File: config.mk
export PLATFORM = sky130hd
export DESIGN_NAME = i2s_transmitter
export DESIGN_NICKNAME = d
export VERILOG_FILES = /design/src/rtl/i2s_pkg.sv /design/src/rtl/i2s_bclk_gen.sv /design/src/rtl/i2s_transmitter.sv
export SDC_FILE = /design/constraint.sdc
export NUM_CORES = 1
export LEC_CHECK = 0
export CAP_MARGIN = 20
export CORE_MARGIN = 3
export CORE_UTILIZATION = 30
export CTS_CLUSTER_DIAMETER = 60
export DETAILED_ROUTE_END_ITERATION = 8
export SLEW_MARGIN = 20
export SYNTH_ARGS = -nofsm -noshare
export SYNTH_HDL_FRONTEND = slang
export SYNTH_HIERARCHICAL = 1
export SYNTH_SLANG_ARGS = --single-unit
File: constraint.sdc
create_clock -name clk -period 3.28 [get_ports clk]
set_input_delay 0.82 -clock clk [delete_from_list [all_inputs] [get_ports clk]]
set_output_delay 0.82 -clock clk [all_outputs]
set_load 0.05 [all_outputs]
File: src/rtl/i2s_pkg.sv
// Shared types and constants for the I2S transmitter.
package i2s_pkg;

  localparam int SLOT_BITS  = 32;
  localparam int FRAME_BITS = 2 * SLOT_BITS;

  typedef enum logic [3:0] {
    S_8BIT  = 4'd0,
    S_12BIT = 4'd1,
    S_16BIT = 4'd3,
    S_24BIT = 4'd4,
    S_32BIT = 4'd5
  } sample_size_e;

  typedef enum logic [1:0] {
    IDLE,
    RUN,
    STOPPING
  } state_e;

  // One PCM sample as held between accept and slot load.
  typedef struct packed {
    logic [SLOT_BITS-1:0] data;
    logic [3:0]           size;
  } sample_t;

  // Sample width in bits for a size code; unknown codes mean a full 32-bit sample.
  function automatic logic [5:0] width_of(input logic [3:0] code);
    case (code)
      S_8BIT:  width_of = 6'd8;
      S_12BIT: width_of = 6'd12;
      S_16BIT: width_of = 6'd16;
      S_24BIT: width_of = 6'd24;
      default: width_of = 6'd32;
    endcase
  endfunction

endpackage

File: src/rtl/i2s_bclk_gen.sv
// Bit-clock divider: toggles bclk every BCLK_DIV clks while run is high and
// flags the cycle on which bclk is about to fall.
module i2s_bclk_gen
  import i2s_pkg::*;
#(
  parameter int BCLK_DIV = 4
) (
  input  logic clk,
  input  logic rst,
  input  logic run,
  output logic bclk,
  output logic fall_stb
);

  localparam int             DW     = $clog2(BCLK_DIV);
  localparam logic [DW-1:0]  DIV_TC = DW'(BCLK_DIV - 1);

  logic [DW-1:0] div_cnt;
  logic          tc;

  assign tc       = run && (div_cnt == DIV_TC);
  assign fall_stb = tc && bclk;

  // Divider and bclk; both parked at 0 whenever the transmitter is idle.
  always_ff @(posedge clk or posedge rst) begin
    if (rst) begin
      div_cnt <= '0;
      bclk    <= 1'b0;
    end else if (!run) begin
      div_cnt <= '0;
      bclk    <= 1'b0;
    end else if (tc) begin
      div_cnt <= '0;
      bclk    <= ~bclk;
    end else begin
      div_cnt <= div_cnt + 1'b1;
    end
  end

endmodule

File: src/rtl/i2s_transmitter.sv
// Philips I2S transmitter: one-deep sample holding register, 64-bit frame
// counter and MSB-first serialiser. i2s_sdata doubles as the top bit of the
// shift register, so shift_reg carries only the 31 bits still to be sent.
module i2s_transmitter
  import i2s_pkg::*;
#(
  parameter int BCLK_DIV = 4
) (
  input  logic        clk,
  input  logic        rst,
  input  logic        enable,
  input  logic [31:0] sample_data,
  input  logic [3:0]  sample_size,
  input  logic        sample_valid,
  output logic        sample_ready,
  output logic        i2s_bclk,
  output logic        i2s_lrclk,
  output logic        i2s_sdata,
  output logic        underrun,
  output logic        busy
);

  state_e        state;
  logic [5:0]    bit_cnt;
  logic [5:0]    nxt_bit;
  logic [30:0]   shift_reg;
  sample_t       hold;
  logic          hold_full;
  logic          fall_stb;
  logic          accept;
  logic          load;
  logic [31:0]   justified;
  logic [31:0]   slot_word;

  i2s_bclk_gen #(.BCLK_DIV(BCLK_DIV)) u_bclk (
    .clk      (clk),
    .rst      (rst),
    .run      (state != IDLE),
    .bclk     (i2s_bclk),
    .fall_stb (fall_stb)
  );

  assign sample_ready = !hold_full;
  assign accept       = sample_valid && !hold_full;
  assign nxt_bit      = bit_cnt + 6'd1;
  // Slot position 1 is where the MSB goes out (one-BCLK I2S delay).
  assign load         = fall_stb && (nxt_bit[4:0] == 5'd1);
  assign justified    = hold.data << (6'd32 - width_of(hold.size));
  assign slot_word    = hold_full ? justified : '0;

  // Holding register; a load empties it, and since ready is low while full
  // an accept and an emptying load never coincide.
  always_ff @(posedge clk or posedge rst) begin
    if (rst) begin
      hold      <= '0;
      hold_full <= 1'b0;
    end else if (load && hold_full) begin
      hold_full <= 1'b0;
    end else if (accept) begin
      hold      <= '{data: sample_data, size: sample_size};
      hold_full <= 1'b1;
    end
  end

  // Run/stop FSM plus the serialiser, all stepped on the bclk fall strobe.
  always_ff @(posedge clk or posedge rst) begin
    if (rst) begin
      state     <= IDLE;
      busy      <= 1'b0;
      underrun  <= 1'b0;
      bit_cnt   <= '0;
      i2s_lrclk <= 1'b0;
      i2s_sdata <= 1'b0;
      shift_reg <= '0;
    end else begin
      underrun <= 1'b0;
      case (state)
        IDLE: if (enable) begin
          state <= RUN;
          busy  <= 1'b1;
        end
        RUN: if (!enable) state <= STOPPING;
        STOPPING: begin
          if (enable) begin
            state <= RUN;
          end else if (fall_stb && bit_cnt == 6'd63) begin
            state <= IDLE;
            busy  <= 1'b0;
          end
        end
        default: begin
          state <= IDLE;
          busy  <= 1'b0;
        end
      endcase
      if (fall_stb) begin
        bit_cnt   <= nxt_bit;
        i2s_lrclk <= nxt_bit[5];
        if (load) begin
          i2s_sdata <= slot_word[31];
          shift_reg <= slot_word[30:0];
          underrun  <= !hold_full;
        end else begin
          i2s_sdata <= shift_reg[30];
          shift_reg <= {shift_reg[29:0], 1'b0};
        end
      end
    end
  end

endmodule

# Yosys cells after proc, flatten, opt, wreduce, memory -nomap -nowiden

Index checks and enable logic that the tools add are counted.

Register bits: 83
Latch bits: 0
RAM bits: 0
ROM bits: 0
Input bits: 40
Word-level logic and storage cells: 68
Memories kept: 0

Add/subtract/negate cells: 3
$mul: 0
Div/mod/pow operators: 0
$lt $le $gt $ge: 0
Equal/unequal tests: 14
Shift operators: 1
Muxes and demuxes: 21
Bitwise operators: 3
Reductions and logical operators: 14

Operators with widths:

| operator            | count |
|---|---|
| $mux 32             | 1 |
| $shl 32x6->32       | 1 |
| $mux 31             | 1 |
| $pmux 6 s4          | 1 |
| $mux 2              | 6 |
| $mux 1              | 10 |
| $ne 2x2->1 const B  | 5 |
| $add 6x1->6 const B | 1 |
| $eq 6x6->1 const B  | 1 |
| $logic_and 1x1->1   | 6 |
| $pmux 2 s3          | 1 |
| $sub 6x6->6 const A | 1 |
| $eq 5x1->1 const B  | 1 |
| $eq 2x2->1 const B  | 2 |
| $eq 4x1->1 const B  | 1 |
| $eq 4x2->1 const B  | 1 |
| $eq 4x3->1 const B  | 1 |
| $logic_not 4->1     | 1 |
| $reduce_and 4->1    | 1 |
| $reduce_bool 2->1   | 2 |
| $ne 3x3->1 const B  | 1 |
| $not 1->1           | 3 |
| $pmux 1 s3          | 1 |
| $reduce_and 3->1    | 1 |
| other kinds (5)     | 5 |

# Longest topological paths before layout

Gate-level depths: netlist (run 1).

Depth in word-level cells: 7
Mapped depth: 10
Mapped depth without buffers: 8

# Cells and area by module

Netlist (run 1), hierarchy kept.

Modules (own cells, without submodules):

| module          | times used | cells an instance | area each (um^2) | seq. area each (um^2) |
|---|---|---|---|---|
| i2s_transmitter | 1          | 381               | 4139.0           | 1976.9 |
| i2s_bclk_gen    | 1          | 10                | 131.4            | 75.1 |

# Least setup slack after synthesis (run 1)

No wires, ideal clock.

Path type: reg-to-reg
Start: reg hold[3] (netlist bit)
End: reg shift_reg[27]
Library setup time: 129 ps
Data arrival time: 2537 ps
Required time: 3151 ps
Path slack: 614 ps
Stages on the path, launching flop included: 9
Buffers on the path: 2
Cell sequence: dfrtp_1 -> nor4b_2 -> inv_2 -> clkbuf_1 -> ha_1 -> buf_1 -> mux4_2 -> nand2_1 -> nand3_1

Word-level cells in the longest chain between the ends: 6
Elaborated cells between the ends (all ways): 9
Those cells by class: 1 x add/sub; 3 x eq/ne; 1 x shift; 3 x mux; 1 x reduce/logical

Ends and longest elaborated chain:

| what                               | line                   | source |
|---|---|---|
| from (decl)                        | i2s_transmitter.sv:27  | `sample_t hold;` |
| from (signal assigned)             | i2s_transmitter.sv:60  | `hold <= '{data: sample_data, size: sample_size};` |
| $eq 4x3->1 (tied with other cells) | i2s_pkg.sv:29          | `case (code)` |
| $pmux 6 s4 (*)                     | i2s_pkg.sv:29          |  |
| $sub 6x6->6 (*)                    | i2s_transmitter.sv:48  | `assign justified = hold.data << (6'd32 - width_of(hold.size));` |
| $shl 32x6->32 (*)                  | i2s_transmitter.sv:48  |  |
| $mux 32 (*)                        | i2s_transmitter.sv:49  | `assign slot_word = hold_full ? justified : '0;` |
| $mux 31 (*)                        | i2s_transmitter.sv:99  | `if (load) begin` |
| to (signal assigned)               | i2s_transmitter.sv:101 | `shift_reg <= slot_word[30:0];` |
| to (signal assigned)               | i2s_transmitter.sv:105 | `shift_reg <= {shift_reg[29:0], 1'b0};` |
| to (decl)                          | i2s_transmitter.sv:26  | `logic [30:0] shift_reg;` |

Mark *: on every way between the ends. The rest lies on a longest branch, timed or not.
A chain may end at the register's enable or synchronous reset.

# Final worst setup path (run 1)

Start: reg hold[3] (netlist bit)
End: reg shift_reg[16]

The elaborated chain is that of the path after synthesis.

==> results.toml, run 1 <==
[run_status]
status = "finished clean"

[finish]
nets = 475
finalInstanceArea_mm2 = 0.00522
fillers = 1364
instances_no_fill = 612
mostFrequentLayoutCells = "82 x dfrtp_1, 45 x clkdlybuf4s50_1, 36 x mux2_2"
final_common_cell = "dfrtp_1"
final_layout_size_suffix_gt1_frac = 0.183
diodes = 0
syn_to_final_growth_pct = 22.3
largest_reg_flops = 36

[logic_synthesis]
synth_edf_count = 0
post-synth-top-area-fraction = 0.481
ys_ff_latch = 82
synth_simple_gate_area_share = 0.146
syn_area_per_cell_um2 = 10.9
synth_cells = 391
synthArstFlopShare = 1.00
synthTopCellsByArea = "dfrtp_1 48%, mux2_2 9.5%, mux2i_1 4.7%"
ys_types = 54
synthAdderAreaFrac = 0.0117
yosysSeqAreaShare = 0.481
synth_top_family_by_area = "multiplexers"
synth_xor_area_frac = 0.0164
synth_area_leader_cell = "dfrtp_1"
synth_flop_cell = "dfrtp_1"
synth_area_mm2 = 0.00427
synth-compound-area-share = 0.134
synth_nets = 435
muxShareOfSynthArea = 0.173
yosysWarnings = 6

[worst_setup_path]
critPathKind = "flip-flop to flip-flop"
r2r_setup_slack_ns = 0.62
r2r-start = "hold[3]"
critPathLaunchType = "flip-flop"
crit_chain = "nor4b_2 > inv_2 > ha_1 > inv_1 > nor3_2 > nor2_2 > mux2_1 > a211o_1"
crit_required_ns = 3.51
cp_data_arrival_time_ns = 2.88
worst_setup_path_end_kind = "flip-flop"
cpMaxStageDelayCell = "nor2_2"
cp_max_fo = 14
cpPeakStageDelay_ns = 0.57
reg2reg_depth = 8
reg2reg_to = "shift_reg[16]"

[global_route]
grt_pass1_vias = 3252
antenna_found_initial = 0
grt_first_pass_wirelength_um = 17300
grt_use_total = 0.137
grt_overflow = 0
grt_max_degree = 49

[place]
portBuffers = 45
gp_congestion = 0.890
dp_slack_ns = 0.631
dp_cells = 596
dp_hpwl_um = 7510
postPlaceCellArea_mm2 = 0.00492

[route]
dr.first_iter.drc_count = 335
drc = 0
ant_nets = 0
viasPerCell = 5.27
wl_per_cell_um = 17.0
routed_wl_um = 10400
vias = 3226
firstDrtPassIters = 5

[timing]
finalCritPeriodShare = 0.810
final_max_slew_viol_count = 0
rsz0062_at_grt = "no"
finalSetupViolations = 0
worst_pin_slew_ns = 1.06
setup_tns_ns = 0
holdWs_ns = 0.457
skew_ns = 0.00733
period_minus_slack_ns = 2.66
timing.fmax_ghz = 0.377
relSlewSlack = 0.290
fin_ws_ns = 0.625
hold_violations = 0

[clock_network]
cts_buffers = 9
ctsLongestPathBuffers = 2
clkTransAtPathRegs_ns = 0.06
htree_num_levels = 3
clock_latency_ns = 0.34
cts_hold_buf = 0
ctsResizeCount = 0
clock_sinks = 82
root_buffer = "clkbuf_16"
cts_tree = "yes"
postCtsSetupBuffers = 0

[hold_path]
min_path_cells = 1
min_from = "u_bclk/div_cnt[0]"
min_to = "u_bclk/div_cnt[0]"
min_path_type = "flip-flop to flip-flop"

[power]
power_leakage_nw = 2.36
max-vdd-ir-drop_mv = 0.422
power.density_mw_per_mm2 = 875

[floorplan]
num_io_pins = 46
core.rowCount = 42
die_x_um = 125
initial_core_util = 0.315
core-area_mm2 = 0.0136
die_area_mm2 = 0.0157
dieHeight_um = 125

[flow_run]
cap_violations = 0
==> area by class of cell <==
| class | count | area [um^2] | area share |
|---|---|---|---|
| well taps | 176 | 220 | 0.0422 |
| repair buffers | 53 | 523 | 0.100 |
| flip-flops and latches | 82 | 2050 | 0.393 |
| clock buffers | 11 | 243 | 0.0465 |
| inverters | 18 | 67.6 | 0.0129 |
| multi-input cells | 267 | 2060 | 0.395 |
| clock inverters | 5 | 53.8 | 0.0103 |
==> worst max path at each step <==
stage                         end       start  slack, ns
floorplan              bit_cnt[0]         rst       0.44
global placement    shift_reg[17]     hold[3]       0.70
detailed placement  shift_reg[19]     hold[3]       0.63
CTS                 shift_reg[16]     hold[3]       0.62
global route         shift_reg[7]  bit_cnt[0]       0.36
finish              shift_reg[16]     hold[3]       0.62
==> cell families (layout without fill, tap and decap cells) <==
kind of cell             after synthesis  in the layout
adder cells (fa/ha/maj)                4              4
AO/OA/AOI/OAI                         82             82
multiplexers                          64             64
AND/OR/NAND/NOR                      109            109
flip-flops                            82             82
buffers and inverters                 42             87
XOR/XNOR                               8              8
==> worst max-delay path: cells and delay by family (launching register included) <==
kind | cells | cell delay, ns
flops | 1 | 0.44
fa+ha+maj | 1 | 0.25
simple gates | 3 | 1.02
compound gates | 1 | 0.30
mux | 1 | 0.38
buf+inv | 2 | 0.16
==> per-stage QoR <==
step,util,total power [mW]
after detailed placement,0.363,3.55
after CTS,0.385,4.58
after floorplan,-,2.98
final,0.385,4.57
after global routing,0.385,4.87
after global placement,0.363,3.50
==> synth_stat cells (all sizes together) (8+ instances only) <==
library cell / number
mux2: 40
dfrtp: 82
clkbuf: 16
and3: 8
o21ai: 22
nand3: 32
nor2: 8
buf: 8
inv: 17
a31oi: 12
mux2i: 20
nand2: 24
nor2b: 17
a22oi: 12
==> per-layer routing <==
metal	track usage	vias to the layer above	share of wire
li1	-	1512	-
met1	0.191	1575	0.46
met2	0.211	115	0.46
met3	0.0341	24	0.059
met4	0.0446	0	0.023
met5	0	-	0
==> report_power, final <==
group | switching, mW | internal (mW)
Combinational | 1.01 | 0.826
Sequential | 0.345 | 1.37
Clock | 0.410 | 0.608
Note: power is estimated with default switching activity, not from simulation.
==> inputs of run 2 (changes only) <==
Clock period 3.28 ns to 2.65 ns, I/O delays scaled along.
==> run 2 against run 1 <==
Compared with the run above:
- sequential power up 23%
- clock skew is essentially flat
- clock power is 25% higher
- first-iteration DRC count down 3.3%
- sequential share of layout area shrank 0.65 points
- flip-flop and latch count is the same
- utilization rose by 0.65 points
- combinational power increased by 23%
- die area did not move
- worst hold slack lost 0.0097 ns
- global-route usage decreased by 0.16 points
==> results.toml, run 2 (synthesized netlist as in run 1, its figures left out) <==
[power]
power.density_mw_per_mm2 = 1060
p_clk_frac = 0.225
p_int_mw = 3.53
power.share.sequential = 0.375
switching_share = 0.375
max-vdd-ir-drop_mv = 0.608
power_mw = 5.64
power_leakage_nw = 2.38
comb_power_share = 0.400
p_sw_mw = 2.11

[timing]
finalSetupViolations = 0
final_max_slew_viol_count = 0
timing.fmax_ghz = 0.425
period_minus_slack_ns = 2.35
rsz0062_at_grt = "no"
fin_ws_ns = 0.296
setup_tns_ns = 0
hold_violations = 0
finalCritPeriodShare = 0.888
relSlewSlack = 0.537
worst_pin_slew_ns = 0.693
skew_ns = 0.00724
holdWs_ns = 0.448

[finish]
fillers = 1361
instances_no_fill = 618
largest_reg_flops = 36
nets = 481
syn_to_final_growth_pct = 24.3
final_layout_size_suffix_gt1_frac = 0.197
final_common_cell = "dfrtp_1"
diodes = 0
mostFrequentLayoutCells = "82 x dfrtp_1, 45 x clkdlybuf4s50_1, 36 x mux2_2"

[floorplan]
die_area_mm2 = 0.0157
core.rowCount = 42
initial_core_util = 0.315
core-area_mm2 = 0.0136
die_x_um = 125
dieHeight_um = 125
num_io_pins = 46

[clock_network]
cts_buffers = 9
cts_tree = "yes"
htree_num_levels = 3
clkTransAtPathRegs_ns = 0.06
root_buffer = "clkbuf_16"
clock_latency_ns = 0.34
ctsLongestPathBuffers = 2
ctsResizeCount = 0
clock_sinks = 82

[worst_setup_path]
cp_data_arrival_time_ns = 1.69
worst_setup_path_end_kind = "output port"
critPathLaunchType = "flip-flop"
cp_max_fo = 4
critPathKind = "flip-flop to output port"
crit_required_ns = 1.99

[global_route]
grt_overflow = 0
grt_first_pass_wirelength_um = 16900
grt_max_degree = 47
antenna_found_initial = 0
grt_pass1_vias = 3173
grt_use_total = 0.136

[route]
routed_wl_um = 10100
wl_per_cell_um = 16.4
firstDrtPassIters = 6
ant_nets = 0
viasPerCell = 5.10
drc = 0
vias = 3149
dr.first_iter.drc_count = 324

[place]
dp_hpwl_um = 7460
gp_congestion = 0.907
dp_cells = 601
dp_slack_ns = 0.244
portBuffers = 45

[run_status]
status = "finished clean"

[hold_path]
min_path_type = "flip-flop to flip-flop"

[flow_run]
cap_violations = 0
## run 2: changes by cell type in the layout (fill, tap and decap cells not counted), sizes merged
cell	before	now
buf	8	14
clkinv	5	2
clkinvlp	0	3
clkbuf	11	12
inv	17	16
## run 2: timing repair
item,CTS,global route
hold buffers,0,0
endpoints found under the setup margin,0,4
setup buffers,0,1
## run 2: worst paths after layout
kind                       slack [ns]              start  depth (start not counted)           endpoint
max                              0.30          hold_full                          2       sample_ready
min                              0.45  u_bclk/div_cnt[0]                          1  u_bclk/div_cnt[0]
max reg2reg                      0.30            hold[3]                          8      shift_reg[17]
min reg2reg                      0.45  u_bclk/div_cnt[0]                          1  u_bclk/div_cnt[0]
max in group asynchronous        1.29                rst                          3      shift_reg[29]
min in group asynchronous        0.58                rst                          2  u_bclk/div_cnt[0]
## run 2: final cells by class
type / instances / area (um^2) / area share
clock inverter: 4 / 50.0 / 0.00943
multi-input combinational: 267 / 2070 / 0.389
timing repair buffer: 59 / 593 / 0.112
inverter: 18 / 71.3 / 0.0134
tap: 176 / 220 / 0.0415
sequential: 82 / 2050 / 0.387
clock buffer: 12 / 256 / 0.0483
## run 2: metrics by stage
step,utilization,cell area (um^2)
2_1_floorplan,-,4280
3_3_place_gp,0.368,4990
3_5_place_dp,0.368,4990
4_1_cts,0.391,5300
5_1_grt,0.392,5310
6_report,0.392,5310
## run 2: layer usage
| metal | GRT usage | vias to the layer above | wire [um] | share of wire |
|---|---|---|---|---|
| met5 | 0 | - | 0 | 0 |
| met2 | 0.204 | 87 | 4610 | 0.45 |
| met1 | 0.189 | 1529 | 4870 | 0.48 |
| met4 | 0.0446 | 0 | 225 | 0.022 |
| li1 | - | 1516 | - | - |
| met3 | 0.0384 | 17 | 442 | 0.044 |
## run 2: worst max-delay path, cell delays in order, from the launching register on
cell,delay [ns]
dfrtp_1,0.43
inv_1,0.11
clkdlybuf4s50_1,0.81
## run 2: power by group through the flow
stage / Clock, mW / Sequential, mW / Combinational, mW
finish: 1.27 / 2.12 / 2.25
global route: 1.37 / 2.19 / 2.49
CTS: 1.30 / 2.12 / 2.24
detailed placement: 0 / 2.14 / 2.23
global placement: 0 / 2.12 / 2.19
floorplan: 0 / 2.00 / 1.70
